**src/rtl/acq_search_ctrl_pkg.sv**
```systemverilog
// Shared widths, state encoding and helpers for the acquisition search controller.
package acq_search_ctrl_pkg;

  localparam int I2Q2_W             = 32;
  localparam int DOPPLER_W          = 32;
  localparam int CS_W               = 11;
  localparam int PRN_W              = 5;
  localparam int ACQ_MAX_BINS       = 64;
  localparam int ACQ_TIMEOUT_CYCLES = 16777216;

  typedef enum logic [2:0] {
    ST_IDLE   = 3'd0,
    ST_ARM    = 3'd1,
    ST_WAIT   = 3'd2,
    ST_UPDATE = 3'd3,
    ST_DONE   = 3'd4
  } acq_state_e;

  // Strictly greater wins so that equal peaks keep the earlier bin.
  function automatic logic peak_better(input logic [I2Q2_W-1:0] cand,
                                       input logic [I2Q2_W-1:0] best);
    return (cand > best);
  endfunction

endpackage

```
**src/rtl/acq_peak_tracker.sv**
```systemverilog
// Holds the strongest correlation peak seen so far in a Doppler sweep.
module acq_peak_tracker
  import acq_search_ctrl_pkg::*;
(
  input  logic                 clk,
  input  logic                 rst,
  input  logic                 clear,
  input  logic                 load,
  input  logic [I2Q2_W-1:0]    peak_i2q2,
  input  logic [DOPPLER_W-1:0] peak_doppler,
  input  logic [CS_W-1:0]      peak_code_shift,
  output logic [I2Q2_W-1:0]    best_i2q2,
  output logic [DOPPLER_W-1:0] best_doppler,
  output logic [CS_W-1:0]      best_code_shift,
  output logic [I2Q2_W-1:0]    next_i2q2
);

  logic take_s;

  // Capture decision and the best value as it will be after this cycle.
  always_comb begin
    take_s    = load && peak_better(peak_i2q2, best_i2q2);
    next_i2q2 = take_s ? peak_i2q2 : best_i2q2;
  end

  // Best-peak registers.
  always_ff @(posedge clk or posedge rst) begin
    if (rst) begin
      best_i2q2       <= '0;
      best_doppler    <= '0;
      best_code_shift <= '0;
    end else if (clear) begin
      best_i2q2       <= '0;
      best_doppler    <= '0;
      best_code_shift <= '0;
    end else if (take_s) begin
      best_i2q2       <= peak_i2q2;
      best_doppler    <= peak_doppler;
      best_code_shift <= peak_code_shift;
    end
  end

endmodule

```
**src/rtl/acq_search_ctrl.sv**
```systemverilog
// Sequences a Doppler bin sweep for one PRN, restarting the channel per bin
// and reporting the strongest peak found.
module acq_search_ctrl
  import acq_search_ctrl_pkg::*;
#(
  parameter int  MAX_BINS       = ACQ_MAX_BINS,
  parameter int  TIMEOUT_CYCLES = ACQ_TIMEOUT_CYCLES,
  localparam int BW             = $clog2(MAX_BINS + 1)
) (
  input  logic                 clk,
  input  logic                 global_reset,
  input  logic                 start,
  input  logic                 abort,
  input  logic [PRN_W-1:0]     prn_in,
  input  logic [DOPPLER_W-1:0] doppler_start,
  input  logic [DOPPLER_W-1:0] doppler_step,
  input  logic [BW-1:0]        num_bins,
  input  logic [I2Q2_W-1:0]    threshold,
  input  logic                 acquisition_complete,
  input  logic [I2Q2_W-1:0]    acq_peak_i2q2,
  input  logic [DOPPLER_W-1:0] acq_peak_doppler,
  input  logic [CS_W-1:0]      acq_peak_code_shift,
  output logic [DOPPLER_W-1:0] doppler,
  output logic [PRN_W-1:0]     prn,
  output logic                 bin_restart,
  output logic                 busy,
  output logic                 done,
  output logic                 found,
  output logic                 timeout,
  output logic [I2Q2_W-1:0]    best_i2q2,
  output logic [DOPPLER_W-1:0] best_doppler,
  output logic [CS_W-1:0]      best_code_shift,
  output logic [BW-1:0]        bin_index
);

  localparam int            TW         = (TIMEOUT_CYCLES > 1) ? $clog2(TIMEOUT_CYCLES) : 1;
  localparam logic [TW-1:0] TO_LAST    = TW'(TIMEOUT_CYCLES - 1);
  localparam logic [BW-1:0] MAX_BINS_V = BW'(MAX_BINS);
  localparam logic [BW-1:0] BIN_ONE    = BW'(1'b1);

  acq_state_e            state_r, state_nx_s;
  logic [TW-1:0]         to_cnt_r;
  logic [BW-1:0]         num_bins_r, bin_index_r, nb_clamp_s;
  logic [DOPPLER_W-1:0]  doppler_r, doppler_step_r;
  logic [PRN_W-1:0]      prn_r;
  logic [I2Q2_W-1:0]     threshold_r, next_i2q2_s;
  logic                  bin_restart_r, busy_r, done_r, found_r, timeout_r;
  logic                  start_accept_s, abort_s, last_bin_s, to_hit_s;
  logic                  load_s, step_s;

  // Next-state logic and per-cycle control strobes.
  always_comb begin
    state_nx_s     = state_r;
    start_accept_s = 1'b0;
    to_hit_s       = 1'b0;
    nb_clamp_s     = (num_bins > MAX_BINS_V) ? MAX_BINS_V : num_bins;
    abort_s        = abort && (state_r != ST_IDLE);
    last_bin_s     = ((bin_index_r + BIN_ONE) == num_bins_r);
    case (state_r)
      ST_IDLE: begin
        if (start) begin
          start_accept_s = 1'b1;
          state_nx_s     = (nb_clamp_s == '0) ? ST_DONE : ST_ARM;
        end else begin
          state_nx_s = ST_IDLE;
        end
      end
      ST_ARM: begin
        state_nx_s = abort_s ? ST_IDLE : ST_WAIT;
      end
      ST_WAIT: begin
        if (abort_s) begin
          state_nx_s = ST_IDLE;
        end else if (acquisition_complete) begin
          state_nx_s = ST_UPDATE;
        end else if (to_cnt_r == TO_LAST) begin
          to_hit_s   = 1'b1;
          state_nx_s = ST_DONE;
        end else begin
          state_nx_s = ST_WAIT;
        end
      end
      ST_UPDATE: begin
        if (abort_s) begin
          state_nx_s = ST_IDLE;
        end else if (last_bin_s) begin
          state_nx_s = ST_DONE;
        end else begin
          state_nx_s = ST_ARM;
        end
      end
      ST_DONE: begin
        state_nx_s = ST_IDLE;
      end
      default: begin
        state_nx_s = ST_IDLE;
      end
    endcase
    load_s = (state_r == ST_UPDATE) && !abort_s;
    step_s = load_s && !last_bin_s;
  end

  // State register.
  always_ff @(posedge clk or posedge global_reset) begin
    if (global_reset) begin
      state_r <= ST_IDLE;
    end else begin
      state_r <= state_nx_s;
    end
  end

  // Per-bin timeout counter; runs only while waiting on the channel.
  always_ff @(posedge clk or posedge global_reset) begin
    if (global_reset) begin
      to_cnt_r <= '0;
    end else if (state_r == ST_ARM) begin
      to_cnt_r <= '0;
    end else if (state_r == ST_WAIT) begin
      to_cnt_r <= to_cnt_r + TW'(1'b1);
    end
  end

  // Latched configuration and the running bin / Doppler position.
  always_ff @(posedge clk or posedge global_reset) begin
    if (global_reset) begin
      prn_r          <= '0;
      doppler_r      <= '0;
      doppler_step_r <= '0;
      threshold_r    <= '0;
      num_bins_r     <= '0;
      bin_index_r    <= '0;
    end else if (start_accept_s) begin
      prn_r          <= prn_in;
      doppler_r      <= doppler_start;
      doppler_step_r <= doppler_step;
      threshold_r    <= threshold;
      num_bins_r     <= nb_clamp_s;
      bin_index_r    <= '0;
    end else if (step_s) begin
      bin_index_r    <= bin_index_r + BIN_ONE;
      doppler_r      <= doppler_r + doppler_step_r;
    end
  end

  // Outcome flags; found uses the post-update best so the last bin counts.
  always_ff @(posedge clk or posedge global_reset) begin
    if (global_reset) begin
      found_r   <= 1'b0;
      timeout_r <= 1'b0;
    end else if (start_accept_s || abort_s) begin
      found_r   <= 1'b0;
      timeout_r <= 1'b0;
    end else if (load_s && last_bin_s) begin
      found_r   <= (next_i2q2_s >= threshold_r);
    end else if (to_hit_s) begin
      found_r   <= 1'b0;
      timeout_r <= 1'b1;
    end
  end

  // Status strobes, registered to line up with the state they describe.
  always_ff @(posedge clk or posedge global_reset) begin
    if (global_reset) begin
      bin_restart_r <= 1'b0;
      busy_r        <= 1'b0;
      done_r        <= 1'b0;
    end else begin
      bin_restart_r <= (state_r == ST_ARM) && !abort_s;
      busy_r        <= (state_nx_s == ST_ARM) || (state_nx_s == ST_WAIT) ||
                       (state_nx_s == ST_UPDATE);
      done_r        <= (state_nx_s == ST_DONE);
    end
  end

  acq_peak_tracker u_peak (
    .clk             (clk),
    .rst             (global_reset),
    .clear           (start_accept_s),
    .load            (load_s),
    .peak_i2q2       (acq_peak_i2q2),
    .peak_doppler    (acq_peak_doppler),
    .peak_code_shift (acq_peak_code_shift),
    .best_i2q2       (best_i2q2),
    .best_doppler    (best_doppler),
    .best_code_shift (best_code_shift),
    .next_i2q2       (next_i2q2_s)
  );

  assign doppler     = doppler_r;
  assign prn         = prn_r;
  assign bin_index   = bin_index_r;
  assign bin_restart = bin_restart_r;
  assign busy        = busy_r;
  assign done        = done_r;
  assign found       = found_r;
  assign timeout     = timeout_r;

endmodule
```
**config.mk**
```make
export PLATFORM = sky130hd
export DESIGN_NAME = acq_search_ctrl
export DESIGN_NICKNAME = d
export VERILOG_FILES = /design/src/rtl/acq_search_ctrl_pkg.sv /design/src/rtl/acq_peak_tracker.sv /design/src/rtl/acq_search_ctrl.sv
export SDC_FILE = /design/constraint.sdc
export NUM_CORES = 1
export LEC_CHECK = 0
export ABC_AREA = 1
export BUFFER_PORTS_ARGS = -buffer_cell sky130_fd_sc_hd__buf_2
export CAP_MARGIN = 40
export CORE_ASPECT_RATIO = 1.2
export CORE_MARGIN = 10
export CORE_UTILIZATION = 55
export CTS_BUF_LIST = sky130_fd_sc_hd__clkbuf_16
export CTS_CLUSTER_SIZE = 14
export DETAILED_ROUTE_END_ITERATION = 6
export PLACE_DENSITY = 0.84
export RECOVER_POWER = 50
export SYNTH_ARGS = -nofsm -noshare
export SYNTH_HDL_FRONTEND = slang
export SYNTH_SLANG_ARGS = --single-unit
```
**constraint.sdc**
```tcl
create_clock -name clk -period 13.4 [get_ports clk]
set_input_delay 0.67 -clock clk [delete_from_list [all_inputs] [get_ports clk]]
set_output_delay 0.67 -clock clk [all_outputs]
set_load 0.05 [all_outputs]
```
# Word-level counts from Yosys, hierarchy flattened
# Index checks and enable logic that the tools add are counted.
# word_totals
elab_cells	86
out_inout_bits	124
register_bits	222
input_bits	188
# op_classes
order_cmp	3
muxes	34
n_eq_ne	10
addsub	3
n_reduce_logical	20
# op_table
op	count
2-to-1 mux 32 bit	6
2-to-1 mux 24 bit	2
adder 32 bit	1
>= comparator 32 bit	1
greater-than comparator 32 bit	1
adder 24 x 1 -> 24 bit (second input constant)	1
== test 24 bit (second input constant)	1
2-to-1 mux 11 bit	2
2-to-1 mux 3 bit	7
2-to-1 mux 7 bit	3
== test 3 x 2 -> 1 bit (second input constant)	4
2-to-1 mux 1 bit	12
case mux 3 bit (4 select lines)	1
nonzero test 2 bit	4
adder 7 x 1 -> 7 bit (second input constant)	1
== test 7 bit	1
greater-than comparator 7 bit (second input constant)	1
logical NOT 7 bit	1
== test 3 x 1 -> 1 bit (second input constant)	2
logical AND 1 bit	6
nonzero test 3 bit	2
== test 3 bit (second input constant)	1
logical NOT 3 bit	1
logical OR 1 bit	3
4 further kinds	5

# Longest topological paths before layout
# Gate-level depths: netlist of run 1.
# logic_depth
ltp_word	9
ltp_mapped	30
depth_no_buf	28

# By module
# A second synthesis of run 1 with hierarchy kept.
# unflattened
cells_unflattened	1968
hier_area_um2	13982.2
# modules_own_cells
module	cells_each	area_each_um2	seq_area_each_um2	instances
acq_search_ctrl	1389	9643.0	3678.5	1
acq_peak_tracker	579	4339.2	1876.8	1

# Worst setup path after synthesis of run 1
# No wires, ideal clock.
# synth_path
kind	flip-flop to flip-flop
startpoint	reg u_peak.best_i2q2[31]
endpoint	reg found_r (netlist: found)
t_arrival_ps	3063
path_stages_with_launch	23
slack_ps	10216
t_required_ps	13280
n_path_buf	1
setup_ps	120
synth_period_minus_slack_ps	3184
path_cell_list	dfrtp_1 > inv_1 > ha_1 > nand2_1 > nor2_1 > nand2_1 > nor4_4 > nand2_1 > nand2_1 > clkbuf_1 > nand3b_1 > nand2_1 > inv_1 > ha_1 > nand2_1 > inv_1 > o21ai_0 > nand2_1 > a21oi_1 > o21a_1 > nand3_1 > nand2_1 > nand2_1
# synth_via
elab_chain_len	6
# synth_lines
element	line_no	rtl
from (decl)	acq_peak_tracker.sv:12	output logic [I2Q2_W-1:0] best_i2q2,
from (signal assigned)	acq_peak_tracker.sv:37	best_i2q2 <= peak_i2q2;
greater-than comparator 32 bit	acq_search_ctrl_pkg.sv:22	return (cand > best);
logical AND 1 bit	acq_peak_tracker.sv:22	take_s = load && peak_better(peak_i2q2, best_i2q2);
2-to-1 mux 32 bit *	acq_peak_tracker.sv:23	next_i2q2 = take_s ? peak_i2q2 : best_i2q2;
>= comparator 32 bit *	acq_search_ctrl.sv:154	found_r <= (next_i2q2_s >= threshold_r);
2-to-1 mux 1 bit *	acq_search_ctrl.sv:153	end else if (load_s && last_bin_s) begin
2-to-1 mux 1 bit *	acq_search_ctrl.sv:150	end else if (start_accept_s || abort_s) begin
to (signal assigned)	acq_search_ctrl.sv:154	
to (decl)	acq_search_ctrl.sv:47	logic bin_restart_r, busy_r, done_r, found_r, timeout_r;
# Mark *: on every way between the ends. The rest lies on a longest branch, timed or not.
# A chain may end at the register's enable or synchronous reset.

==> results.ini, run 1 <==
[placement]
dp.cells=2523
globalplace.congestion=0.963
dpl_cell_area_sq_mm=0.0157
portBuffers=311
dp_hpwl_um=33400

[clocking]
cts_inserted_buffers=25
clk_pin_slew_ns=0.06
cts_resized=0
clkLatencyLatePin_ns=0.54
post_cts_buffers=0
cts_tree=done
cts-root-buf=clkbuf_16
cts.sinks=222
cts_hold_buf=0
clk_path_buf_depth=3
htree_levels=1

[pwr]
pwr-share-seq_pct=25.9
power.leakage_uw=0.00947
netSwitchingPower_uw=2130
power-per-cell-area_mw_per_mm2=251
vdd_ir_drop_max_uv=169
p_sw_share_pct=51.6
internal_power_uw=1990
comb_power_share_pct=57.1
clkPwrFrac_pct=17.0

[layout]
final_cell_mix=668 x nand2_1, 257 x buf_2, 255 x inv_1
fill_cells=2170
final_area_sq_mm=0.0164
final_common_cell=nand2_1
nNetsFinal=2511
drive_gt1_share_pct=14.6
finalNonFillerCells=2569
final_util_pct=66.0
area_delta_synth_final_pct=17.8

[synth]
synth_area_sq_mm=0.0139
synth.avg_cell_area_sq_um=7.15
synthCells=1946
synth_edf_count=0
seq_area_frac_synth_pct=39.9
synth.distinct_cells=47
ys.warnings.count=0
synthesis.nets=2232
ys.flop_type=dfrtp_1
async_flop_share_pct=100
synth_seq_cells=222

[floorplanning]
core_sq_mm=0.0248
die_y_um=194
std_cell_rows=63
design.die.area_sq_mm=0.0321
die_w_um=165
start_util_pct=56.0
io-pin-count=312

[global_route]
antenna_found_initial=6
use_met1_pct=31.8
grt_util_all_layers_pct=26.7
grt_max_degree=101
grt_most_used_layer=met2
grt_first_pass_wirelength_um=70500
met3_usage_pct=6.12
grt_remaining_overflow=0
grt_pass1_vias=13700
met2_usage_pct=47.0

[timing]
final.setup_skew_ns=0.0180
maxSlewViolCount=229
setup_viol=0
relSlewSlack_pct=-160
fmax_mhz=174
fin_crit_ns=5.75
finalSetupTns_ns=0
hold_viol=0
finalCritPeriodShare_pct=42.9
worst-slew-pin-transition_ns=3.90
rsz0062_at_grt=false

[detailed_routing]
routed_wl_um=43600
wl_per_cell_um=17.0
drtIter0Drc=1193
dr.pass1.iters=6
vias_per_cell=5.37
vias=13800
drc=0
drtAntennaViolNets=0

[worst_setup_path]
slowest_stage=clkbuf_1
path_common_cell=clkbuf_1
cp.arrival_ns=5.89
path_buf_inv=4
critPathRequiredTime_ns=13.54
crit_path_max_fanout=70
end_kind=async pin
slowest_delay_ns=1.79
setup.worst_path.class=input pin to async pin
critical_path.top_delay_family=buffers and inverters
critPathLaunchType=input pin
crit_path_cell_trace=buf_2 -> clkinvlp_2 -> clkbuf_1 -> clkbuf_1

[run_status]
violations=max-capacitance violations, max-slew violations
status=complete, but fails checks

[hold_path]
hp-class=input pin to register

[flow_run]
cap_viol_max_count=4

-- power groups by stage --
stage	clock network, uW	registers, uW	logic, uW
after floorplan	0	1460	1330
after global placement	0	1060	2290
after detailed placement	0	1070	2350
after CTS	710	1060	2360
after global routing	738	1090	2620
final	700	1060	2350
-- registers in the layout, summed over array words and instances (netlist names) --
signal                  flops
doppler_step_r             32
found                       1
to_cnt_r                   24
doppler                    32
done                        1
u_peak.best_doppler        32
timeout                     1
u_peak.best_code_shift     11
state_r                     3
u_peak.best_i2q2           32
num_bins_r                  7
threshold_r                32
busy                        1
bin_restart                 1
bin_index                   7
prn                         5
-- worst register-to-register path: stages, from the launching register on --
cell	delay, ns
dfrtp_1	0.39
inv_1	0.07
ha_1	0.30
nand2_1	0.06
nor2_1	0.19
nand2_1	0.14
nor4_4	0.23
nand2_1	0.13
nand2_2	0.09
buf_4	0.62
nand3b_1	0.15
nand2_1	0.15
inv_1	0.06
ha_1	0.30
nand2_1	0.08
inv_1	0.04
o21ai_0	0.14
nand2_1	0.10
a21oi_1	0.17
o21a_1	0.15
nand3_1	0.07
nand2_1	0.05
nand2_1	0.05
-- metrics by stage --
stage / hold slack (ns) / worst slack (ns) / total power [uW]
after floorplan: 0.453 / 6.65 / 2790
after global placement: 0.458 / 9.35 / 3350
after detailed placement: 0.460 / 9.25 / 3410
after CTS: 0.177 / 9.56 / 4130
after global routing: 0.319 / 6.57 / 4440
final: 0.324 / 7.65 / 4120
-- logic make-up after synthesis --
kind of cell,share of synthesized area (%)
compound gates,6.62
mux,0.225
buf+inv,9.17
flops,39.9
simple gates,34.5
xor+xnor,0.755
fa+ha+maj,8.86
-- worst paths after layout --
path                                                     start  cells after the start                              to  slack (ns)
worst max-delay path                              global_reset                      4     threshold_r[19]$_DFFE_PP0P_        7.65
worst min-delay path                          doppler_step[31]                      3  doppler_step_r[31]$_DFFE_PP0P_        0.32
worst min register to register              prn[4]$_DFFE_PP0P_                      2              prn[4]$_DFFE_PP0P_        0.48
max in group clk                u_peak.best_i2q2[25]$_DFF_PP0_                     22               found$_DFFE_PP0P_        9.55
worst max register to register  u_peak.best_i2q2[25]$_DFF_PP0_                     22               found$_DFFE_PP0P_        9.55
min in group asynchronous                         global_reset                      2              prn[4]$_DFFE_PP0P_        0.98
-- layout make-up --
class	count	area [sq um]	share of cell area (%)
clock buffer	25	626	3.82
inverter	255	961	5.86
sequential	222	5560	33.9
antenna	3	7.51	0.0458
tap	325	407	2.48
timing repair buffer	319	1540	9.38
clock inverter	18	194	1.18
multi-input combinational	1402	7100	43.3
-- cells in the mapped netlist, types with 2 or more instances --
| master | number | area [sq um] |
|---|---|---|
| nor3_1 | 12 | 60.1 |
| nand4_1 | 23 | 144 |
| a21oi_1 | 66 | 330 |
| nand2_1 | 669 | 2510 |
| buf_2 | 27 | 135 |
| inv_1 | 252 | 946 |
| and2_1 | 3 | 18.8 |
| o22ai_1 | 4 | 25.0 |
| xor2_1 | 4 | 35.0 |
| nand3_2 | 2 | 20.0 |
| inv_2 | 2 | 7.51 |
| nand2_2 | 2 | 12.5 |
| nor4_4 | 2 | 42.5 |
| nor2_1 | 138 | 518 |
| nand3_1 | 206 | 1030 |
| a21o_1 | 4 | 30.0 |
| dfrtp_1 | 222 | 5560 |
| o21ai_0 | 76 | 380 |
| ha_1 | 97 | 1210 |
| buf_6 | 2 | 22.5 |
| nor2_2 | 3 | 18.8 |
| o21a_1 | 3 | 22.5 |
| or2_2 | 16 | 100 |
| nand3b_1 | 36 | 270 |
| xnor2_1 | 8 | 70.1 |
| buf_4 | 5 | 37.5 |
| mux2i_1 | 2 | 20.0 |
| clkbuf_1 | 32 | 120 |
| o21bai_1 | 5 | 37.5 |
| o21ai_1 | 6 | 30.0 |
-- layer usage --
metal	up-vias	part of all wire, %
met5	-	0.089
met4	6	2.3
met1	6408	38
met2	547	51
met3	73	8.4
li1	6750	-
No activity file was read; power rests on OpenSTA's default activity.
==> run 2, diff against run 1 <==
==> constraint.sdc (replaced) <==
create_clock -name clk -period 5.6 [get_ports clk]
set_input_delay 0.28 -clock clk [delete_from_list [all_inputs] [get_ports clk]]
set_output_delay 0.28 -clock clk [all_outputs]
set_load 0.05 [all_outputs]
==> results.ini, run 2 (same netlist as run 1, synthesis figures left out) <==
[timing]
final.setup_skew_ns=0.0145
hold_viol=0
finalSetupTns_ns=0
relSlewSlack_pct=-101
worst-slew-pin-transition_ns=3.02
fin_crit_ns=4.12
whs_ns=0.0131
fmax_mhz=243
finalCritPeriodShare_pct=73.5
rsz0062_at_grt=false
setup_viol=0
maxSlewViolCount=224

[layout]
multi_input_area_sq_mm=0.00710
drive_gt1_share_pct=11.5
register_area_sq_mm=0.00556
final_util_pct=70.8
final_cell_mix=668 x nand2_1, 252 x inv_1, 222 x dfrtp_1
nNetsFinal=2628
area_delta_synth_final_pct=26.2
fill_cells=2046
final_common_cell=nand2_1

[detailed_routing]
vias=14600
drtAntennaViolNets=0
drc=0
wl_per_cell_um=17.8
vias_per_cell=5.44
dr.pass1.iters=7
drtIter0Drc=1422
routed_wl_um=47900

[floorplanning]
io-pin-count=312
die_y_um=194
design.die.area_sq_mm=0.0321
core_sq_mm=0.0248
std_cell_rows=63
die_w_um=165
start_util_pct=56.0

[hold_path]
hp-class=input pin to register
min_from=acq_peak_doppler[31]

[run_status]
violations=max-capacitance violations, max-slew violations
status=complete, but fails checks

[clocking]
cts.sinks=222
clk_path_buf_depth=3
clk_pin_slew_ns=0.07
clkLatencyLatePin_ns=0.55
htree_levels=1
cts_tree=done
cts_inserted_buffers=25
cts_resized=0
cts-root-buf=clkbuf_16

[global_route]
grt_remaining_overflow=0
grt_pass1_vias=15000
grt_first_pass_wirelength_um=76600
grt_util_all_layers_pct=29.3
antenna_found_initial=7
grt_max_degree=120

[worst_setup_path]
critPathLaunchType=register
r2r_start=u_peak.best_i2q2[25]$_DFF_PP0_
setup.worst_path.class=register to register
slowest_stage=buf_4
critPathRequiredTime_ns=6.02
setup.worst_path.start=u_peak.best_i2q2[25]$_DFF_PP0_
cp.arrival_ns=4.54
crit_path_max_fanout=75
slowest_delay_ns=0.64
crit_path_cell_trace=inv_1 -> ha_1 -> nand2_1 -> nor2_1 -> nand2_1 -> nor4_4 -> nand2_1 -> nand2_2 -> buf_4 -> nand3b_1 -> nand2_1 -> inv_1 -> ha_1 -> nand2_1 -> inv_1 -> o21ai_0 -> nand2_1 -> a21oi_1 -> o21a_1 -> nand3_1 -> nand2_1 -> nand2_1
end_kind=register
path_common_cell=nand2_1

[pwr]
power-per-cell-area_mw_per_mm2=576
vdd_ir_drop_max_uv=331
power.leakage_uw=0.00972

[placement]
globalplace.congestion=0.973
portBuffers=311
dp_hpwl_um=33100

[flow_run]
cap_viol_max_count=3

-- run 2: cell count changes in the layout (fill, tap and decap cells not counted), sizes merged --
cell         delta
inv             -3
dlygate4sd3   +114
diode           +2
clkinvlp        +4
bufinv          +2
clkbuf         +69
buf            -66
-- run 2: routing by layer --
layer  wire, um  up-vias  part of all wire, %  GRT usage, %
li1           -     6989                    -             -
met5         27        -                0.056             0
met4       2350        4                  4.9          13.2
met1      17500     6788                   37          33.2
met2      23700      708                   49          50.5
met3       4360      153                  9.1          6.92
-- run 2: final cells by class --
class,count,area share (%)
Antenna cell,5,0.0712
Clock inverter,21,1.56
Inverter,255,5.47
Multi-Input combinational cell,1402,40.4
Sequential cell,222,31.6
Timing Repair Buffer,436,15.0
Clock buffer,25,3.56
Tap cell,325,2.31
-- run 2: worst paths after layout --
path                                                       end  slack (ns)  depth (start not counted)
setup / recovery                             found$_DFFE_PP0P_        1.48                         22
hold / removal             u_peak.best_doppler[31]$_DFFE_PP0P_        0.01                          3
setup reg to reg                             found$_DFFE_PP0P_        1.48                         22
hold reg to reg                  doppler_step_r[8]$_DFFE_PP0P_        0.48                          2
max in group asynchronous          threshold_r[14]$_DFFE_PP0P_        2.01                          5
min in group asynchronous       doppler_step_r[29]$_DFFE_PP0P_        0.17                          3
-- run 2: worst max-delay path, delay by kind of cell, from the launching register on --
family	cells	cell delay [ns]
AND/OR/NAND/NOR	13	1.60
buffers and inverters	4	0.84
adder cells (fa/ha/maj)	2	0.66
AO/OA/AOI/OAI	3	0.47
flip-flops	1	0.38
-- run 2: metrics by stage --
stage | area [sq um] | worst slack (ns) | instances | total power, uW
2_1_floorplan | 13900 | 2.42 | 1946 | 6680
3_3_place_gp | 15700 | 1.96 | 2524 | 8010
3_5_place_dp | 15700 | 1.91 | 2526 | 8180
4_1_cts | 17700 | 1.71 | 2685 | 10100
5_1_grt | 17600 | 1.33 | 2691 | 10900
6_report | 17600 | 1.48 | 2691 | 10100
-- run 2: where the power goes --
part,internal (uW),switching [uW]
sequential,2170,382
clock,1100,725
combinational,1620,4120
total,4880,5230
-- run 2: what timing repair did --
action / in CTS / in global routing
hold endpoints to repair: 149 / 1
setup buffers: 0 / 0
hold buffers: 113 / 1
==> run 3, diff against run 2 <==
==> constraint.sdc (replaced) <==
create_clock -name clk -period 4.23 [get_ports clk]
set_input_delay 0.2115 -clock clk [delete_from_list [all_inputs] [get_ports clk]]
set_output_delay 0.2115 -clock clk [all_outputs]
set_load 0.05 [all_outputs]
==> results.ini, run 3 (same netlist as run 1, synthesis figures left out) <==
[floorplanning]
std_cell_rows=63
io-pin-count=312
design.die.area_sq_mm=0.0321
die_w_um=165
die_y_um=194
start_util_pct=56.0
core_sq_mm=0.0248

[layout]
final_cell_mix=668 x nand2_1, 256 x inv_1, 250 x buf_2
nNetsFinal=2660
area_delta_synth_final_pct=28.6
fill_cells=1886
finalNonFillerCells=2726
drive_gt1_share_pct=13.9
final_common_cell=nand2_1

[worst_setup_path]
cp.arrival_ns=4.20
critPathLaunchType=register
slowest_stage=buf_4
setup.worst_path.start=u_peak.best_i2q2[26]$_DFF_PP0_
critPathRequiredTime_ns=4.67
slowest_delay_ns=0.66
crit_path_max_fanout=75
path_buf_inv=3
path_common_cell=nand2_1
crit_path_cell_trace=inv_1 -> ha_1 -> nand2_1 -> nor2_1 -> nand2_1 -> nor4_4 -> a21oi_4 -> buf_4 -> nand3b_1 -> nand2_1 -> inv_1 -> ha_1 -> a21oi_1 -> o21ai_0 -> a21oi_1 -> o21a_1 -> nand3_1 -> nand2_1 -> nand2_1
setup.worst_path.class=register to register
end_kind=register
r2r_start=u_peak.best_i2q2[26]$_DFF_PP0_
critical_path.top_delay_family=compound AO/OA/AOI/OAI gates

[timing]
rsz0062_at_grt=false
hold_viol=0
fmax_mhz=266
worst-slew-pin-transition_ns=2.64
finalSetupTns_ns=0
finalCritPeriodShare_pct=88.9
relSlewSlack_pct=-76.3
setup_viol=0
final.setup_skew_ns=0.0165
maxSlewViolCount=224
fin_crit_ns=3.76
setup_ws_ns=0.470

[clocking]
cts_resized=0
htree_levels=1
cts_hold_buf=144
cts_inserted_buffers=25
cts-root-buf=clkbuf_16
clk_pin_slew_ns=0.07
clk_path_buf_depth=3
post_cts_buffers=0
cts_tree=done
cts.sinks=222
clkLatencyLatePin_ns=0.55

[pwr]
vdd_ir_drop_max_uv=412
power.leakage_uw=0.0101
power-per-cell-area_mw_per_mm2=745
total_power_uw=13300

[global_route]
grt_max_degree=175
antenna_found_initial=10
grt_first_pass_wirelength_um=78000
grt_util_all_layers_pct=29.6
grt_remaining_overflow=0
grt_pass1_vias=15200

[placement]
dp_hpwl_um=33200
place_ws_ns=0.727
globalplace.congestion=0.972
dp.cells=2528
portBuffers=311

[hold_path]
hp-class=input pin to register
min_from=doppler_start[31]

[detailed_routing]
routed_wl_um=48900
vias_per_cell=5.50
drtAntennaViolNets=0
drc=0
wl_per_cell_um=17.9
drtIter0Drc=1343
dr.pass1.iters=7
vias=15000

[run_status]
violations=max-capacitance violations, max-slew violations
status=complete, but fails checks

[flow_run]
cap_viol_max_count=2

-- run 3: cell count changes in the layout (fill, tap and decap cells not counted), moves of 3 or more --
cell,before,now
clkbuf_1,124,62
dlygate4sd3_1,114,144
inv_1,252,256
diode_2,5,8
buf_2,188,250
bufinv_16,6,3
clkinv_2,2,5
buf_4,7,10
-- run 3: worst min-delay path: cells and delay by family --
kind / cells / cell delay (ns)
simple gates: 3 / 0.23
buf+inv: 1 / 0.09
-- run 3: final timing paths --
check	end	slack, ns	cells past startpoint
setup / recovery	found$_DFFE_PP0P_	0.47	19
max in group asynchronous	doppler[10]$_DFFE_PP0P_	1.46	4
hold reg to reg	doppler_step_r[10]$_DFFE_PP0P_	0.49	2
setup reg to reg	found$_DFFE_PP0P_	0.47	19
hold / removal	doppler[31]$_DFFE_PP0P_	0.02	4
min in group asynchronous	bin_index[0]$_DFFE_PP0P_	1.14	4
-- run 3: layout make-up --
class                      count  area (sq um)  area share (%)
multi-input combinational   1402          7100            39.7
sequential                   222          5560            31.1
timing repair buffer         468          3030            16.9
inverter                     255           961            5.37
clock buffer                  25           626            3.50
tap                          325           407            2.27
clock inverter                21           191            1.07
antenna                        8          20.0           0.112
-- run 3: stage by stage --
step / util (%) / hold slack (ns) / area, sq um
global route: 72.1 / 0.0237 / 17900
floorplan: - / 0.321 / 13900
finish: 72.1 / 0.0180 / 17900
detailed placement: 63.3 / 0.411 / 15700
CTS: 72.4 / 0.00622 / 18000
global placement: 63.3 / 0.405 / 15700
-- run 3: layer usage --
layer  track usage, %  wire length, um
met5                0               29
met4             15.1             2810
met3             6.61             4290
met2             50.4            24100
met1             33.8            17600
-- run 3: where the power goes --
| group | switching, uW | leakage [uW] | internal [uW] | total [uW] |
|---|---|---|---|---|
| Sequential | 497 | 0.00290 | 2870 | 3370 |
| Combinational | 5530 | 0.00676 | 2240 | 7770 |
| Clock | 927 | 0.000413 | 1260 | 2190 |
